===== src/rtl/crossy_game_if.sv =====
// Signal bundle between the crossing-game sequencer and the board/playfield side.
interface crossy_game_if;
    logic       btn_left;
    logic       btn_right;
    logic       btn_up;
    logic       core_game_end;
    logic       core_reset;
    logic       move_left;
    logic       move_right;
    logic       move_up;
    logic [7:0] score;
    logic [1:0] state;

    modport master (
        input  btn_left, btn_right, btn_up, core_game_end,
        output core_reset, move_left, move_right, move_up, score, state
    );

    modport slave (
        output btn_left, btn_right, btn_up, core_game_end,
        input  core_reset, move_left, move_right, move_up, score, state
    );
endinterface


===== src/rtl/crossy_game_ctrl.sv =====
// Button conditioning, IDLE/PLAY/DEAD session sequencing and score keeping for the crossing game.
// Optional macro AUTO_ADVANCE_EN adds a forced up-step after ADV_CYCLES of player inactivity.
module crossy_game_ctrl #(
    parameter int unsigned DEBOUNCE_CYCLES = 500000,
    parameter int unsigned ADV_CYCLES      = 200000000,
    parameter int unsigned HOLD_CYCLES     = 300000000
) (
    input logic           clk,
    input logic           reset,
    crossy_game_if.master bus
);
    localparam logic [1:0] S_IDLE = 2'd0;
    localparam logic [1:0] S_PLAY = 2'd1;
    localparam logic [1:0] S_DEAD = 2'd2;
    localparam int DB_W   = $clog2(DEBOUNCE_CYCLES + 1);
    localparam int HOLD_W = $clog2(HOLD_CYCLES + 1);

    if (DEBOUNCE_CYCLES < 1 || ADV_CYCLES < 1 || HOLD_CYCLES < 1) begin : g_param_check
        $error("crossy_game_ctrl: cycle parameters must be at least 1");
    end

    function automatic logic [7:0] sat_inc(input logic [7:0] v);
        return (v == 8'hFF) ? v : v + 8'd1;
    endfunction

    // Bit order everywhere: [0]=left, [1]=right, [2]=up.
    logic [2:0]        btn_raw;
    logic [2:0]        sync_p0, sync_p1;
    logic [2:0]        lvl_p2, lvl_p3;
    logic [DB_W-1:0]   db_cnt [3];
    logic [2:0]        evt;
    logic [1:0]        state_r;
    logic              core_reset_r;
    logic [2:0]        move_r;
    logic [7:0]        score_r;
    logic              up_vld_p1;
    logic [HOLD_W-1:0] hold_cnt;
`ifdef AUTO_ADVANCE_EN
    localparam int ADV_W = $clog2(ADV_CYCLES + 1);
    logic [ADV_W-1:0]  adv_cnt;
`endif

    assign btn_raw = {bus.btn_up, bus.btn_right, bus.btn_left};

    // Stage p0/p1: two-flop synchroniser; p2: debounced level; p3: delayed level for edge detect.
    always_ff @(posedge clk) begin
        if (reset) begin
            sync_p0 <= '0;
            sync_p1 <= '0;
            lvl_p2  <= '0;
            lvl_p3  <= '0;
            for (int i = 0; i < 3; i++) db_cnt[i] <= '0;
        end else begin
            sync_p0 <= btn_raw;
            sync_p1 <= sync_p0;
            lvl_p3  <= lvl_p2;
            for (int i = 0; i < 3; i++) begin
                if (sync_p1[i] == lvl_p2[i]) begin
                    db_cnt[i] <= '0;
                end else if (db_cnt[i] == DB_W'(DEBOUNCE_CYCLES - 1)) begin
                    lvl_p2[i] <= sync_p1[i];
                    db_cnt[i] <= '0;
                end else begin
                    db_cnt[i] <= db_cnt[i] + 1'b1;
                end
            end
        end
    end

    assign evt = lvl_p2 & ~lvl_p3;

    // Session FSM and command/score registers; a move_up arms a confirm two edges later.
    always_ff @(posedge clk) begin
        if (reset) begin
            state_r      <= S_IDLE;
            core_reset_r <= 1'b0;
            move_r       <= '0;
            score_r      <= '0;
            up_vld_p1    <= 1'b0;
            hold_cnt     <= '0;
`ifdef AUTO_ADVANCE_EN
            adv_cnt      <= '0;
`endif
        end else begin
            core_reset_r <= 1'b0;
            move_r       <= '0;
            up_vld_p1    <= move_r[2];
            if (up_vld_p1 && !bus.core_game_end) score_r <= sat_inc(score_r);
            case (state_r)
                S_IDLE: begin
                    if (|evt) begin
                        core_reset_r <= 1'b1;
                        score_r      <= '0;
                        state_r      <= S_PLAY;
`ifdef AUTO_ADVANCE_EN
                        adv_cnt      <= '0;
`endif
                    end
                end
                S_PLAY: begin
                    if (bus.core_game_end) begin
                        state_r  <= S_DEAD;
                        hold_cnt <= '0;
                    end else begin
                        move_r <= evt[0] ? 3'b001 :
                                  evt[1] ? 3'b010 :
                                  evt[2] ? 3'b100 : 3'b000;
`ifdef AUTO_ADVANCE_EN
                        if (|evt) begin
                            adv_cnt <= '0;
                        end else if (adv_cnt == ADV_W'(ADV_CYCLES - 1)) begin
                            move_r  <= 3'b100;
                            adv_cnt <= '0;
                        end else begin
                            adv_cnt <= adv_cnt + 1'b1;
                        end
`endif
                    end
                end
                S_DEAD: begin
                    if (hold_cnt == HOLD_W'(HOLD_CYCLES - 1)) state_r <= S_IDLE;
                    else hold_cnt <= hold_cnt + 1'b1;
                end
                default: state_r <= S_IDLE;
            endcase
        end
    end

    assign bus.core_reset = core_reset_r;
    assign bus.move_left  = move_r[0];
    assign bus.move_right = move_r[1];
    assign bus.move_up    = move_r[2];
    assign bus.score      = score_r;
    assign bus.state      = state_r;
endmodule


===== src/flat_wrapper.sv =====
// flat-port wrapper written by rule: the top's interface ports become plain ports
module crossy_game_ctrl_flat 
#(
    parameter int unsigned DEBOUNCE_CYCLES = 500000,
    parameter int unsigned ADV_CYCLES      = 200000000,
    parameter int unsigned HOLD_CYCLES     = 300000000
)
  (clk, reset, bus_btn_left, bus_btn_right, bus_btn_up, bus_core_game_end, bus_core_reset, bus_move_left, bus_move_right, bus_move_up, bus_score, bus_state);
  crossy_game_if bus_i ();
  input logic clk;
  input logic reset;
  input wire logic [$bits(bus_i.btn_left)-1:0] bus_btn_left;
  input wire logic [$bits(bus_i.btn_right)-1:0] bus_btn_right;
  input wire logic [$bits(bus_i.btn_up)-1:0] bus_btn_up;
  input wire logic [$bits(bus_i.core_game_end)-1:0] bus_core_game_end;
  output wire logic [$bits(bus_i.core_reset)-1:0] bus_core_reset;
  output wire logic [$bits(bus_i.move_left)-1:0] bus_move_left;
  output wire logic [$bits(bus_i.move_right)-1:0] bus_move_right;
  output wire logic [$bits(bus_i.move_up)-1:0] bus_move_up;
  output wire logic [$bits(bus_i.score)-1:0] bus_score;
  output wire logic [$bits(bus_i.state)-1:0] bus_state;
  assign bus_i.btn_left = bus_btn_left;
  assign bus_i.btn_right = bus_btn_right;
  assign bus_i.btn_up = bus_btn_up;
  assign bus_i.core_game_end = bus_core_game_end;
  assign bus_core_reset = bus_i.core_reset;
  assign bus_move_left = bus_i.move_left;
  assign bus_move_right = bus_i.move_right;
  assign bus_move_up = bus_i.move_up;
  assign bus_score = bus_i.score;
  assign bus_state = bus_i.state;
  crossy_game_ctrl #(.DEBOUNCE_CYCLES(DEBOUNCE_CYCLES), .ADV_CYCLES(ADV_CYCLES), .HOLD_CYCLES(HOLD_CYCLES)) u_core (.clk(clk), .reset(reset), .bus(bus_i));
endmodule

===== config.mk =====
export PLATFORM = sky130hd
export DESIGN_NAME = crossy_game_ctrl_flat
export DESIGN_NICKNAME = d
export VERILOG_FILES = /design/src/rtl/crossy_game_if.sv /design/src/rtl/crossy_game_ctrl.sv /design/src/flat_wrapper.sv
export SDC_FILE = /design/constraint.sdc
export NUM_CORES = 1
export LEC_CHECK = 0
export ABC_AREA = 1
export BUFFER_PORTS_ARGS = -buffer_cell sky130_fd_sc_hd__buf_2
export CAP_MARGIN = 15
export CORE_ASPECT_RATIO = 0.8
export CORE_UTILIZATION = 45
export CTS_CLUSTER_SIZE = 20
export DETAILED_ROUTE_END_ITERATION = 8
export PLACE_DENSITY = 0.68
export SLEW_MARGIN = 30
export SYNTH_ARGS = -nofsm -noshare
export SYNTH_HDL_FRONTEND = slang
export SYNTH_SLANG_ARGS = --single-unit
export TNS_END_PERCENT = 100

===== constraint.sdc =====
create_clock -name clk -period 1.8 [get_ports clk]
set_input_delay 0.09 -clock clk [delete_from_list [all_inputs] [get_ports clk]]
set_output_delay 0.09 -clock clk [all_outputs]
set_load 0.005 [all_outputs]

# Word-level counts from Yosys, hierarchy flattened
# Memory sizes are Yosys's and may differ from the RTL's.
# Cells that the tools add are included.
[totals] reg_bits=56 ramBits=57 in_bits=6 output_inout_bits=14 wordCells=123 mem_count=1
[memory_table] name="u_core.db_cnt" depth=3 width=19 rd=3 rd_clocked_by_memory_dff=0 wr=3 line="crossy_game_ctrl.sv:30" source="logic [DB_W-1:0] db_cnt [3];"
[classes] n_addsub=5 eq_ne=14 muxes=59 bitwise=16 reduce_logical=14
[op_table] cell="19-bit 2-to-1 mux" count=9
[op_table] cell="29-bit 2-to-1 mux" count=2
[op_table] cell="29-bit one-hot mux with 2 select lines" count=1
[op_table] cell="19-bit by 1-bit adder with 19-bit output (second input constant)" count=3
[op_table] cell="19-bit == test (second input constant)" count=3
[op_table] cell="1-bit 2-to-1 mux" count=37
[op_table] cell="8-bit 2-to-1 mux" count=4
[op_table] cell="29-bit by 1-bit adder with 29-bit output (second input constant)" count=1
[op_table] cell="29-bit == test (second input constant)" count=1
[op_table] cell="1-bit bitwise OR" count=9
[op_table] cell="8-bit by 1-bit adder with 8-bit output (second input constant)" count=1
[op_table] cell="8-bit == test (second input constant)" count=1
[op_table] cell="2-bit 2-to-1 mux" count=4
[op_table] cell="2-bit one-hot mux with 3 select lines" count=1
[op_table] cell="2-bit AND reduction" count=3
[op_table] cell="3-bit AND reduction" count=2
[op_table] cell="3-bit OR reduction" count=2
[op_table] cell="1-bit inverter" count=5
[op_table] cell="5-bit OR reduction" count=1
[op_table] cell="2-bit by 1-bit inequality test with 1-bit output (second input constant)" count=2
[op_table] cell="2-bit inequality test (second input constant)" count=2
[op_table] cell="4-bit OR reduction" count=1
[op_table] cell="3-bit AND" count=1
[op_table] cell="1-bit == test" count=3
[op_table] cell="9 further kinds" count=9

# Logic depth before layout (Yosys ltp)
# Gate-level depths: netlist of the first run.
# An unclocked memory read counts as a cell.
[depth] ltp_word=8 mapped_depth=12 ltp_nobuf=12

# Worst setup path before layout of the first run
# Ideal clock, no wire load.
[synth_path] kind="flip-flop to flip-flop" start="mem u_core.db_cnt[2][0] (netlist bit)" end="mem u_core.db_cnt[2][14] (netlist bit), data pin" setup_ns=0.262 t_arrival_ns=1.509 t_required_ns=1.538 path_slack_ns=0.029 path_stages_with_launch=8 path_buffers=0 period_less_slack_ns=1.771 cell_sequence="edfxtp_1 -> ha_1 -> nand3_1 -> nor3_1 -> nand2_1 -> nor2_1 -> and3_1 -> nor3_1"
[synth_rtl] item="start, declared" line="crossy_game_ctrl.sv:30"

==> impl_metrics.env, run 1 <==
export IMPL_outcome="complete, no violations"
export IMPL_final_common_cell="nand2_1"
export IMPL_rrSetupSlack_ns=0.11
export IMPL_die_x_um=133
export IMPL_critPathLaunchType="flip-flop"
export IMPL_period_share_pct=94.1
export IMPL_timing_hold_ws_ns=0.0503
export IMPL_coreArea_um2=13500
export IMPL_worst_hold_path_endpoint="u_core.move_r[2]$_SDFF_PP0_"
export IMPL_cts_made_buffers=17
export IMPL_rsz0062_at_grt="true"
export IMPL_r2r_start="u_core.db_cnt[0][1]$_SDFFCE_PN0P_"
export IMPL_dp_hpwl_um=10200
export IMPL_max_vdd_ir_drop_mv=0.793
export IMPL_grt_pass1_vias=5016
export IMPL_crit_start="u_core.db_cnt[0][1]$_SDFFCE_PN0P_"
export IMPL_slowest_delay_ns=0.35
export IMPL_clock_fmax_ghz=0.590
export IMPL_yosys_warnings=0
export IMPL_grt_usage_pct=20.9
export IMPL_num_rows=38
export IMPL_clk_path_buf_depth=2
export IMPL_synth_ff_type="edfxtp_1"
export IMPL_dr_pass1_iters=5
export IMPL_pre_cts_ws_ns=0.0308
export IMPL_area_growth_synth_to_final_pct=25.8
export IMPL_slew_violations=0
export IMPL_r2r_cells=10
export IMPL_h_tree_depth=4
export IMPL_cts_tree="built"
export IMPL_final_cell_mix="201 x nand2_1, 168 x nor2_1, 111 x inv_1"
export IMPL_start_util_pct=46.1
export IMPL_via_per_inst=4.71
export IMPL_nFillCells=1286
export IMPL_ios=20
export IMPL_drt_first_iter_violations=473
export IMPL_num_vias=5634
export IMPL_async_flop_share_pct=0
export IMPL_crit_buf_inv=2
export IMPL_ant_nets=0
export IMPL_cp_slowest_cell="edfxtp_1"
export IMPL_critPathTopFamily="simple AND/OR/NAND/NOR gates"
export IMPL_cp_common_cell="nand2_1"
export IMPL_synth_enable_flop_cells=57
export IMPL_hp_class="in -> reg"
export IMPL_clkSinkCount=113
export IMPL_nNetsFinal=1014
export IMPL_post_route_min_period_ns=1.69
export IMPL_worstPathArrival_ns=1.87
export IMPL_io_buffers=19
export IMPL_hp_start="bus_core_game_end"
export IMPL_r2r_end="u_core.db_cnt[0][16]$_SDFFCE_PN0P_"
export IMPL_required_ns=1.97
export IMPL_grt_overflow=0
export IMPL_synth_distinct_cells=33
export IMPL_maxCapViolCount=0
export IMPL_ys_seq_elements=113
export IMPL_gp_congestion=0.925
export IMPL_powerDensity_nw_per_um2=806
export IMPL_die_h_um=107
export IMPL_antenna_found_initial=0
export IMPL_path_cells="ha_1 -> nand2_1 -> inv_1 -> nand2_1 -> nor3_4 -> nand2_1 -> nor3_2 -> nand2_1 -> nand3_1 -> inv_1"
export IMPL_post_drt_wl_per_cell_um=11.6
export IMPL_hold_path_depth=6
export IMPL_grt_max_degree=28
export IMPL_hold_viol=0
export IMPL_die_area_um2=14300
export IMPL_p_leak_nw=3.29
export IMPL_drt_total_wl_um=13800
export IMPL_finalSetupViolCount=0
export IMPL_n_antenna_cell=0
export IMPL_avgSynthCellArea_um2=7.22
export IMPL_grt_pass1_wl_um=23500
export IMPL_path_clk_slew_ns=0.05
export IMPL_syn_inst=862
export IMPL_end_kind="flip-flop"
export IMPL_clock_skew_final_ns=0.00539
export IMPL_seq_area_frac_synth_pct=45.5
export IMPL_critical_path_class="reg -> reg"
export IMPL_final_layout_size_suffix_gt1_share_pct=13.2
export IMPL_worst_slack_ns=0.106
export IMPL_clkLatencyLatePin_ns=0.42
export IMPL_root_buffer="clkbuf_16"
export IMPL_synthesis_area_um2=6220
export IMPL_cp_max_fo=3
export IMPL_drc=0
-- registers in the layout, indices dropped and copies added (netlist names) --
register and cells:
u_core.bus.core_reset 1, u_core.db_cnt 57, u_core.hold_cnt 29, u_core.sync_p1 3, u_core.move_r 3, u_core.lvl_p2 3, u_core.sync_p0 3, u_core.bus.state 2
u_core.bus.score 8, u_core.up_vld_p1 1, u_core.lvl_p3 3
-- cell usage after synthesis, types with 6 or more instances --
library cell	n	area share [%]
nor2_1	170	10
edfxtp_1	57	28
nand2_1	204	12
xnor2_1	9	1.3
xor2_1	20	2.8
clkbuf_1	6	0.36
or2_2	8	0.80
o21ai_0	15	1.2
dfxtp_1	56	18
nand3_1	61	4.9
a21oi_1	45	3.6
nor3_1	35	2.8
inv_1	111	6.7
nand4_1	21	2.1
-- metal layers --
metal / global-route usage, % / share of wire [%] / vias to the layer above / wire length (um)
met4: 9.17 / 1.6 / 0 / 215
met1: 30.7 / 53 / 2495 / 7330
met5: 0 / 0 / - / 0
li1: - / - / 3020 / -
met3: 3.97 / 4.1 / 16 / 573
met2: 29.5 / 41 / 103 / 5700
-- worst min-delay path, stage by stage --
cell and delay [ns]:
buf_2 0.10, nor2_1 0.04, inv_1 0.04, nor2_1 0.04
nand2_1 0.07, nor3_1 0.05
-- worst max path at each step --
| stage | to | slack, ns | depth (start not counted) |
|---|---|---|---|
| 6_report | u_core.db_cnt[0][16]$_SDFFCE_PN0P_ | 0.11 | 10 |
| 5_1_grt | u_core.db_cnt[0][16]$_SDFFCE_PN0P_ | -0.08 | 10 |
| 4_1_cts | u_core.hold_cnt[8]$_SDFFE_PP0P_ | 0.05 | 12 |
| 3_5_place_dp | u_core.db_cnt[0][14]$_SDFFCE_PN0P_ | 0.03 | 10 |
| 3_3_place_gp | u_core.db_cnt[0][14]$_SDFFCE_PN0P_ | 0.09 | 10 |
| 2_1_floorplan | u_core.db_cnt[2][14]$_SDFFCE_PN0P_ | 0.03 | 7 |
-- logic make-up (layout without fill, tap and decap cells) --
logic type	Yosys count	count (layout)	share of synthesized area [%]
AND/OR/NAND/NOR	519	519	35.4
AO/OA/AOI/OAI	71	71	6.19
buffers and inverters	124	222	7.78
other	1	57	0.0603
adder cells (fa/ha/maj)	5	5	1.01
XOR/XNOR	29	29	4.08
flip-flops	113	113	45.5
-- cell type report --
class                   instances  area [um2]  area share (%)
multi-input cells             681        3210            41.0
flip-flops and latches        113        2830            36.2
clock buffers                  26         554            7.08
repair buffers                 78         552            7.05
inverters                     112         420            5.37
well taps                     180         225            2.88
clock inverters                 6        37.5           0.480
-- metrics by stage --
step,power (mW),util [%],cells,setup TNS [ns],area (um2)
after floorplan,2.99,-,918,0,6430
after global placement,3.06,52.5,1158,0,7090
after detailed placement,3.06,52.5,1158,0,7090
after CTS,6.37,57.2,1194,0,7720
after global routing,6.53,58.0,1196,-0.140,7830
final,6.31,58.0,1196,0,7830
-- repair_timing --
action / in CTS / in global routing
setup buffers: 0 / 2
pin swaps: 0 / 1
setup endpoints to repair: 2 / 57
resized for setup: 1 / 20
hold buffers: 4 / 0
hold endpoints to repair: 6 / 0
-- report_power, final --
group | internal, mW | total, mW | switching, mW
logic | 0.0714 | 0.202 | 0.131
registers | 2.77 | 2.82 | 0.0569
clock network | 2.12 | 3.28 | 1.16
total | 4.96 | 6.31 | 1.35
Note: power is estimated with default switching activity, not from simulation.
==> inputs of run 2 (changes only) <==
--- a/config.mk
+++ b/config.mk
@@ -7,12 +7,12 @@
 export LEC_CHECK = 0
 export ABC_AREA = 1
 export BUFFER_PORTS_ARGS = -buffer_cell sky130_fd_sc_hd__buf_2
-export CAP_MARGIN = 15
 export CORE_ASPECT_RATIO = 0.8
-export CORE_UTILIZATION = 45
+export CORE_MARGIN = 2
+export CORE_UTILIZATION = 50
 export CTS_CLUSTER_SIZE = 20
 export DETAILED_ROUTE_END_ITERATION = 8
-export PLACE_DENSITY = 0.68
+export PLACE_DENSITY = 0.74
 export SLEW_MARGIN = 30
 export SYNTH_ARGS = -nofsm -noshare
 export SYNTH_HDL_FRONTEND = slang
==> run 2 against run 1 <==
  * Combinational power rose by 3%
  * Sequential share of layout area fell by 0.33 points
  * Core utilization rose by 7.1 points
  * Clock skew rose by 0.0034 ns
  * Routed wire length rose by 7.8%
  * Critical path depth did not move
  * Cell area rose by 1.0%
  * Worst hold slack barely moved
  * Via count rose by 5.2%
  * Highest routed layer unchanged
==> impl_metrics.env, run 2 (same netlist as run 1, synthesis figures left out) <==
export IMPL_outcome="complete, no violations"
export IMPL_root_buffer="clkbuf_16"
export IMPL_critical_path_class="reg -> reg"
export IMPL_end_kind="flip-flop"
export IMPL_cts_tree="built"
export IMPL_required_ns=1.97
export IMPL_swShare_pct=23.2
export IMPL_cts_made_buffers=17
export IMPL_drc=0
export IMPL_maxCapViolCount=0
export IMPL_die_area_um2=13400
export IMPL_powerDensity_nw_per_um2=809
export IMPL_finalSetupViolCount=0
export IMPL_pwr_share_clk_pct=52.6
export IMPL_intPower_mw=4.91
export IMPL_nFillCells=1022
export IMPL_dr_pass1_iters=5
export IMPL_hold_viol=0
export IMPL_clock_skew_final_ns=0.00874
export IMPL_post_route_min_period_ns=1.75
export IMPL_drt_first_iter_violations=402
export IMPL_worstPathArrival_ns=1.92
export IMPL_drt_total_wl_um=14900
export IMPL_die_x_um=129
export IMPL_grt_pass1_wl_um=24000
export IMPL_ant_nets=0
export IMPL_p_leak_nw=3.32
export IMPL_fin_area_um2=7910
export IMPL_die_h_um=104
export IMPL_pre_cts_ws_ns=0.0200
export IMPL_n_antenna_cell=0
export IMPL_num_rows=36
export IMPL_num_vias=5925
export IMPL_area_growth_synth_to_final_pct=27.1
export IMPL_h_tree_depth=4
export IMPL_max_vdd_ir_drop_mv=0.674
export IMPL_slew_violations=0
export IMPL_final_layout_size_suffix_gt1_share_pct=15.7
export IMPL_antenna_found_initial=0
export IMPL_coreArea_um2=12200
export IMPL_cp_max_fo=3
export IMPL_hp_class="in -> reg"
export IMPL_busiest_layer="met2"
export IMPL_final_common_cell="nand2_1"
export IMPL_gp_congestion=0.919
export IMPL_p_sw_mw=1.49
export IMPL_grt_max_degree=27
export IMPL_met2_usage_pct=33.3
export IMPL_period_share_pct=97.2
export IMPL_pwr_share_comb_pct=3.2
export IMPL_regMostFlops="u_core.db_cnt"
export IMPL_pwr_share_seq_pct=44.1
export IMPL_grt_usage_pct=22.2
export IMPL_via_per_inst=5.08
export IMPL_clk_path_buf_depth=2
export IMPL_clkLatencyLatePin_ns=0.41
export IMPL_critPathLaunchType="flip-flop"
export IMPL_nNetsFinal=1013
export IMPL_clkSinkCount=113
export IMPL_met3_usage_pct=4.80
export IMPL_rsz0062_at_grt="true"
export IMPL_place_area_um2=6990
export IMPL_dp_hpwl_um=10100
export IMPL_clock_fmax_ghz=0.571
export IMPL_worst_slack_ns=0.0500
export IMPL_final_cell_mix="195 x nand2_1, 165 x nor2_1, 108 x inv_1"
export IMPL_gr_usage_met1_pct=32.3
export IMPL_grt_pass1_vias=5228
export IMPL_grt_overflow=0
export IMPL_start_util_pct=51.2
export IMPL_largest_reg_flops=57
export IMPL_io_buffers=19
export IMPL_post_drt_wl_per_cell_um=12.8
export IMPL_path_clk_slew_ns=0.06
export IMPL_ios=20
## run 2: path summary, 6_finish.rpt
kind,slack [ns],cells past startpoint,to,startpoint
hold / removal,0.05,6,u_core.move_r[0]$_SDFF_PP0_,bus_core_game_end
setup reg to reg,0.05,10,u_core.db_cnt[0][16]$_SDFFCE_PN0P_,u_core.db_cnt[0][1]$_SDFFCE_PN0P_
hold reg to reg,0.41,2,u_core.sync_p1[2]$_SDFF_PP0_,u_core.sync_p0[2]$_SDFF_PP0_
setup / recovery,0.05,10,u_core.db_cnt[0][16]$_SDFFCE_PN0P_,u_core.db_cnt[0][1]$_SDFFCE_PN0P_
## run 2: worst max-delay path, stage by stage, from the launching register on
cell      delay (ns)
edfxtp_1        0.35
ha_2            0.19
nand2_2         0.06
inv_2           0.06
nand2_2         0.07
nor3_4          0.25
nand2_2         0.12
nor3_4          0.19
nand2_1         0.09
nand3_1         0.08
inv_1           0.04
## run 2: per-layer routing
layer / wire, um / part of all wire [%] / up-vias
met4: 204 / 1.4 / 0
met5: 0 / 0 / -
met3: 815 / 5.5 / 22
met1: 7150 / 48 / 2706
met2: 6730 / 45 / 178
li1: - / - / 3019
## run 2: layout make-up
| cell class | count | area [um2] | area share (%) |
|---|---|---|---|
| Inverter | 112 | 420 | 5.32 |
| Sequential cell | 113 | 2840 | 35.9 |
| Clock buffer | 19 | 475 | 6.01 |
| Clock inverter | 13 | 121 | 1.53 |
| Multi-Input combinational cell | 682 | 3270 | 41.4 |
| Timing Repair Buffer | 76 | 591 | 7.47 |
| Tap cell | 152 | 190 | 2.41 |
## run 2: per-stage QoR
stage | power [mW] | hold WS (ns) | cells | util, % | TNS, ns
after detailed placement | 3.06 | 0.329 | 1118 | 57.4 | 0
after floorplan | 2.99 | 0.197 | 918 | - | 0
final | 6.40 | 0.0501 | 1167 | 65.0 | 0
after CTS | 6.42 | 0.0399 | 1153 | 62.7 | 0
after global routing | 6.61 | 0.0571 | 1167 | 65.0 | -0.395
after global placement | 3.05 | 0.312 | 1118 | 57.4 | 0
## run 2: power by group through the flow
stage	logic, mW	clock network [mW]	registers, mW
2_1_floorplan	0.131	0	2.86
3_3_place_gp	0.178	0	2.87
3_5_place_dp	0.181	0	2.88
4_1_cts	0.188	3.41	2.82
5_1_grt	0.238	3.54	2.83
6_report	0.208	3.37	2.82
## run 2: what timing repair did
item / in CTS / in global routing
endpoints found under the setup margin: 3 / 74
buffers inserted: 0 / 11
endpoints found under the hold margin: 3 / 0
gates resized for setup: 3 / 40
hold buffers: 3 / 0
pin swaps: 0 / 12
cloned: 0 / 3
